<file path="src/rtl/lcd_pkg.sv">
// Shared definitions for the LCD VRAM arbiter: FSM encoding, read-tag layout
// and default bus widths.
package lcd_pkg;

    typedef enum logic {
        ST_LCD_PRI   = 1'b0,
        ST_MPU_FORCE = 1'b1
    } arb_state_e;

    localparam int TAG_LCD = 0;
    localparam int TAG_MPU = 1;

    localparam int DEF_AW = 16;
    localparam int DEF_DW = 8;

    typedef logic [1:0] tag_t;

endpackage

</file>
<file path="src/rtl/lcd_vram_tagpipe.sv">
// Read-tag delay line: RD_LAT+1 stages of {mpu_rd, lcd_rd} that steer SRAM
// read data back to the requester that issued the read.
module lcd_vram_tagpipe
    import lcd_pkg::*;
#(
    parameter int RD_LAT = 1
) (
    input  logic clk,
    input  logic rst,
    input  tag_t tag_in,
    output tag_t tag_out
);

    tag_t stage [RD_LAT+1];

    // Clearing every stage drops in-flight reads so no stale rvld escapes reset.
    always_ff @(posedge clk) begin
        if (rst) begin
            for (int i = 0; i <= RD_LAT; i++) begin
                stage[i] <= '0;
            end
        end else begin
            stage[0] <= tag_in;
            for (int i = 1; i <= RD_LAT; i++) begin
                stage[i] <= stage[i-1];
            end
        end
    end

    assign tag_out = stage[RD_LAT];

endmodule

</file>
<file path="src/rtl/lcd_vram_arb.sv">
// Single-port VRAM arbiter: LCD refresh fetch has priority, a starvation
// counter forces one MPU slot after STARVE_MAX consecutive LCD wins.
module lcd_vram_arb
    import lcd_pkg::*;
#(
    parameter int AW         = DEF_AW,
    parameter int DW         = DEF_DW,
    parameter int RD_LAT     = 1,
    parameter int STARVE_MAX = 4
) (
    input  logic          clk,
    input  logic          rst,
    input  logic          arb_en,
    input  logic          lcd_req,
    input  logic [AW-1:0] lcd_addr,
    output logic          lcd_ack,
    output logic          lcd_rvld,
    output logic [DW-1:0] lcd_rdat,
    input  logic          mpu_req,
    input  logic          mpu_we,
    input  logic [AW-1:0] mpu_addr,
    input  logic [DW-1:0] mpu_wdat,
    output logic          mpu_ack,
    output logic          mpu_rvld,
    output logic [DW-1:0] mpu_rdat,
    output logic          mem_en,
    output logic          mem_we,
    output logic [AW-1:0] mem_addr,
    output logic [DW-1:0] mem_wdat,
    input  logic [DW-1:0] mem_rdat,
    output logic [3:0]    starve_cnt
);

    localparam logic [3:0] STARVE_LIM = 4'(STARVE_MAX);
    localparam logic [3:0] STARVE_PRE = 4'(STARVE_MAX - 1);

    arb_state_e state;
    logic       lcd_xfer;
    logic       mpu_xfer;
    tag_t       tag_in;
    tag_t       tag_out;

    // Handshake: a requester holds req and its payload until it sees ack; a
    // transfer happens in exactly the cycle where req & ack, and ack is a pure
    // function of req and state so a new transfer may follow every cycle.
    always_comb begin
        lcd_ack = 1'b0;
        mpu_ack = 1'b0;
        if (arb_en) begin
            if (state == ST_LCD_PRI) begin
                lcd_ack = lcd_req;
                mpu_ack = mpu_req & ~lcd_req;
            end else begin
                mpu_ack = mpu_req;
                lcd_ack = lcd_req & ~mpu_req;
            end
        end
    end

    assign lcd_xfer = lcd_req & lcd_ack;
    assign mpu_xfer = mpu_req & mpu_ack;

    // Idle cycles only drop mem_en; address/data/we keep their last values.
    always_ff @(posedge clk) begin
        if (rst) begin
            mem_en   <= 1'b0;
            mem_we   <= 1'b0;
            mem_addr <= '0;
            mem_wdat <= '0;
        end else begin
            mem_en <= lcd_xfer | mpu_xfer;
            if (mpu_xfer) begin
                mem_we   <= mpu_we;
                mem_addr <= mpu_addr;
                mem_wdat <= mpu_wdat;
            end else if (lcd_xfer) begin
                mem_we   <= 1'b0;
                mem_addr <= lcd_addr;
            end
        end
    end

    // With arb_en low nothing is granted, so state and count simply hold.
    always_ff @(posedge clk) begin
        if (rst) begin
            state      <= ST_LCD_PRI;
            starve_cnt <= '0;
        end else if (arb_en) begin
            case (state)
                ST_LCD_PRI: begin
                    if (mpu_xfer || !mpu_req) begin
                        starve_cnt <= '0;
                    end else if (lcd_xfer) begin
                        if (starve_cnt >= STARVE_PRE) begin
                            starve_cnt <= STARVE_LIM;
                            state      <= ST_MPU_FORCE;
                        end else begin
                            starve_cnt <= starve_cnt + 4'd1;
                        end
                    end
                end
                ST_MPU_FORCE: begin
                    if (mpu_xfer || !mpu_req) begin
                        starve_cnt <= '0;
                        state      <= ST_LCD_PRI;
                    end
                end
                default: begin
                    starve_cnt <= '0;
                    state      <= ST_LCD_PRI;
                end
            endcase
        end
    end

    always_comb begin
        tag_in          = '0;
        tag_in[TAG_LCD] = lcd_xfer;
        tag_in[TAG_MPU] = mpu_xfer & ~mpu_we;
    end

    lcd_vram_tagpipe #(
        .RD_LAT(RD_LAT)
    ) u_tagpipe (
        .clk    (clk),
        .rst    (rst),
        .tag_in (tag_in),
        .tag_out(tag_out)
    );

    assign lcd_rvld = tag_out[TAG_LCD];
    assign mpu_rvld = tag_out[TAG_MPU];
    assign lcd_rdat = mem_rdat;
    assign mpu_rdat = mem_rdat;

endmodule
</file>
<file path="config.mk">
export PLATFORM = sky130hd
export DESIGN_NAME = lcd_vram_arb
export DESIGN_NICKNAME = d
export VERILOG_FILES = /design/src/rtl/lcd_pkg.sv /design/src/rtl/lcd_vram_tagpipe.sv /design/src/rtl/lcd_vram_arb.sv
export SDC_FILE = /design/constraint.sdc
export NUM_CORES = 1
export LEC_CHECK = 0
export BUFFER_PORTS_ARGS = -buffer_cell sky130_fd_sc_hd__buf_2
export CORE_AREA = 4 4 73 75
export DETAILED_ROUTE_END_ITERATION = 10
export DIE_AREA = 0 0 77 79
export PLACE_DENSITY = 0.75
export SYNTH_ARGS = -nofsm -noshare
export SYNTH_HDL_FRONTEND = slang
export SYNTH_HIERARCHICAL = 1
export SYNTH_SLANG_ARGS = --single-unit
</file>
<file path="constraint.sdc">
create_clock -name clk -period 1.06 [get_ports clk]
set_input_delay 0.212 -clock clk [delete_from_list [all_inputs] [get_ports clk]]
set_output_delay 0.212 -clock clk [all_outputs]
set_load 0.01 [all_outputs]
</file>
==> flow_metrics.env <==
export IMPL_cts_tree="done"
export IMPL_hold_class="in2reg"
export IMPL_first_pass_iters=4
export IMPL_crit_reg2reg_launch="state"
export IMPL_setup_viol_count_final=30
export IMPL_drt_drc_violations_left=0
export IMPL_final_instance_count_excl_fill=331
export IMPL_timing_critical_path_to="mpu_ack"
export IMPL_fp_coreArea_mm2=0.00466
export IMPL_io_buffer_count=79
export IMPL_maximum_root_to_sink_buffer_count=2
export IMPL_floorplan_io_pins=104
export IMPL_cts_htree_levels=2
export IMPL_global_routing_met3_resource_utilization_pct=4.76
export IMPL_r2r_worst_path_cells=6
export IMPL_die_h_um=79
export IMPL_cts_buffers=5
export IMPL_detailroute_via_count=1827
export IMPL_use_met2_pct=30.7
export IMPL_drv_cap=0
export IMPL_max_slew_margin_rel_pct=74.6
export IMPL_first_iter_violations=95
export IMPL_timing_reg2reg_setup_slack_ns=-0.25
export IMPL_status="finished with violations"
export IMPL_detailed_place_area_mm2=0.00254
export IMPL_use_met1_pct=21.3
export IMPL_hold_viol_final=0
export IMPL_design_area_mm2=0.00291
export IMPL_die_x_um=77
export IMPL_fmaxAchievable_ghz=0.703
export IMPL_min_delay_start="mpu_wdat[2]"
export IMPL_wire_length_of_the_first_global_routing_pass_mm=8.67
export IMPL_clk_transition_reported_paths_ns=0.08
export IMPL_critical_path_slowest_cell="sky130_fd_sc_hd__dfxtp_4"
export IMPL_crit_start="state"
export IMPL_place_gp_congestion=0.769
export IMPL_grt_start_max_net_pins=36
export IMPL_detail_route_wirelength_mm=5.61
export IMPL_cell_at_the_root_of_the_clock_tree="sky130_fd_sc_hd__clkbuf_8"
export IMPL_critPathLaunchType="flop"
export IMPL_layout_min_cycle_time_ns=1.42
export IMPL_syn_area_per_cell_um2=9.44
export IMPL_number_of_cell_rows=25
export IMPL_placed_cells_incl_taps=318
export IMPL_final_min_period_over_clock_period_pct=134
export IMPL_worst_path_cell_chain="and2b_2 > buf_12 > nor2_4 > buf_6"
export IMPL_synth_warning_count=6
export IMPL_timing_worst_setup_path_type="reg2out"
export IMPL_final_layout_size_suffix_gt1_share_pct=63.9
export IMPL_grt_overflow_total=0
export IMPL_violations="negative setup slack"
export IMPL_worst_hold_slack_ns=0.182
export IMPL_fillers=398
export IMPL_p_leak_uw=0.00117
export IMPL_post_place_ws_ns=-0.176
export IMPL_drt_antenna_violating_nets=0
export IMPL_post_synth_num_cell_types=27
export IMPL_layout_setup_ws_ns=-0.362
export IMPL_path_depth=4
export IMPL_skew_ns=0.00837
export IMPL_die_area_mm2=0.00608
export IMPL_peakVddDrop_v=0.000670
export IMPL_initial_utilization_pct=39.3
export IMPL_crit_path_max_incr_delay_ns=0.37
export IMPL_worst_endpoint_arrival_ns=1.21
export IMPL_grt_antenna_before_repair=0
export IMPL_tot_gr_track_use_pct=18.0
export IMPL_ys_seq_area_share_pct=38.3
export IMPL_crit_buf_inv=2
export IMPL_synth_cell_area_mm2=0.00183
export IMPL_synth_nets=249
export IMPL_synth_cells=194
export IMPL_worst_reg2reg_endpoint="mem_addr[3]"
export IMPL_wl_per_cell_um=16.9
export IMPL_critPathTopFamily="flip-flops"
export IMPL_tritoncts_num_sinks=35
export IMPL_critical_path_peak_fanout=4
export IMPL_critical_path_endpoint_type="output port"
export IMPL_final_common_cell="sky130_fd_sc_hd__buf_2"
export IMPL_global_route_peak_usage_layer="met2"
export IMPL_worstPathRequired_ns=0.85
export IMPL_power_density_cell_area_mw_per_mm2=1170
export IMPL_design_final_nets=331
export IMPL_layout_common_cells="sky130_fd_sc_hd__buf_2, sky130_fd_sc_hd__dfxtp_1, sky130_fd_sc_hd__buf_4"
export IMPL_post_drt_via_cell_ratio=5.52
export IMPL_timing_final_max_slew_violations=0
export IMPL_area_growth_synth_to_final_pct=58.8
export IMPL_yosys_register_bits=35
export IMPL_clkLatencyLatePin_ns=0.29
export IMPL_hpwlAfterDp_mm=3.76
export IMPL_first_global_vias=1810
export IMPL_worst_pin_slew_ns=0.380
export IMPL_n_antenna_cell=0
export IMPL_rsz0062_at_grt="true"
state kept, by name, summed over array words and instances, names as in the netlist:
register / cells
state: 1
u_tagpipe/stage: 4
mem_wdat: 8
starve_cnt: 4
mem_en: 1
mem_addr: 16
mem_we: 1
how the worst min path moves through the flow:
| stage | endpoint | cells past startpoint |
|---|---|---|
| after detailed placement | u_tagpipe/stage[0][3] | 1 |
| after CTS | mem_wdat[1] | 3 |
| after global placement | u_tagpipe/stage[0][3] | 1 |
| after global routing | mem_wdat[5] | 3 |
| final | mem_wdat[2] | 3 |
| after floorplan | u_tagpipe/stage[0][0] | 1 |
area by class of cell:
class                   instances  area (µm²)  area share (%)
well taps                      54        67.6            2.32
clock inverters                 3        43.8            1.51
repair buffers                113         820            28.2
inverters                       2        7.51           0.258
multi-input cells             119        1190            41.0
flip-flops and latches         35         708            24.3
clock buffers                   5        68.8            2.37
stage by stage:
step / util (%) / TNS, ns / total power, µW
floorplan: - / -0.227 / 1850
global placement: 54.5 / -1.99 / 2100
detailed placement: 54.5 / -2.95 / 2120
CTS: 60.4 / -4.22 / 3390
global route: 62.4 / -7.27 / 3540
finish: 62.4 / -6.07 / 3400
worst reg2reg max path: cells and delay by family, from the launching register on:
family / cells / cell delay, ns
DFF: 1 / 0.37
and+or+nand+nor: 3 / 0.42
buffers and inverters: 3 / 0.40
per-layer routing:
metal | part of all wire (%) | wire, µm
met5 | 0 | 0
met2 | 51 | 2860
met4 | 1.7 | 93
met3 | 6.2 | 346
met1 | 41 | 2320
cells by family (layout without fill, tap and decap cells):
logic type                 count (synthesis)  after routing  synth area share (%)
AOI/OAI and AO/OA                         50             50                  24.0
adders and majority gates                  1              1                 0.683
buffers and inverters                     40            123                  14.6
DFF                                       35             35                  38.3
and+or+nand+nor                           68             68                  22.5
Yosys cell counts, drive strengths merged:
master   instances  area share [%]
dfxtp           35              38
buf             33              13
nor2            18             3.7
nor3            18             4.9
a2111oi         16              12
nor4            16             8.9
a21oi           13             3.6
o2111ai          9             4.3
o21ai            9             2.5
nand2            6             1.2
clkbuf           5             1.0
nor2b            4             1.4
a211oi           2            0.82
inv              2            0.41
and2b            1            0.41
and4b            1            0.55
ha               1            0.68
nand2b           1            0.34
nand3            1            0.27
nand3b           1            0.41
nor3b            1            0.41
o21a             1            0.41
power breakdown:
group          switching, µW  leakage (µW)  total, µW  internal [µW]
Combinational            408      0.000819        766            358
Clock                    520     0.0000581       1220            700
Sequential              32.1      0.000289       1410           1380
timing repair:
item | in CTS | in global routing
gates resized for setup | 27 | 20
pin swaps | 8 | 3
gates cloned | 0 | 0
hold buffers | 0 | 0
setup buffers | 4 | 1
endpoints found under the setup margin | 28 | 34
Power figures use the tool's default switching activity.
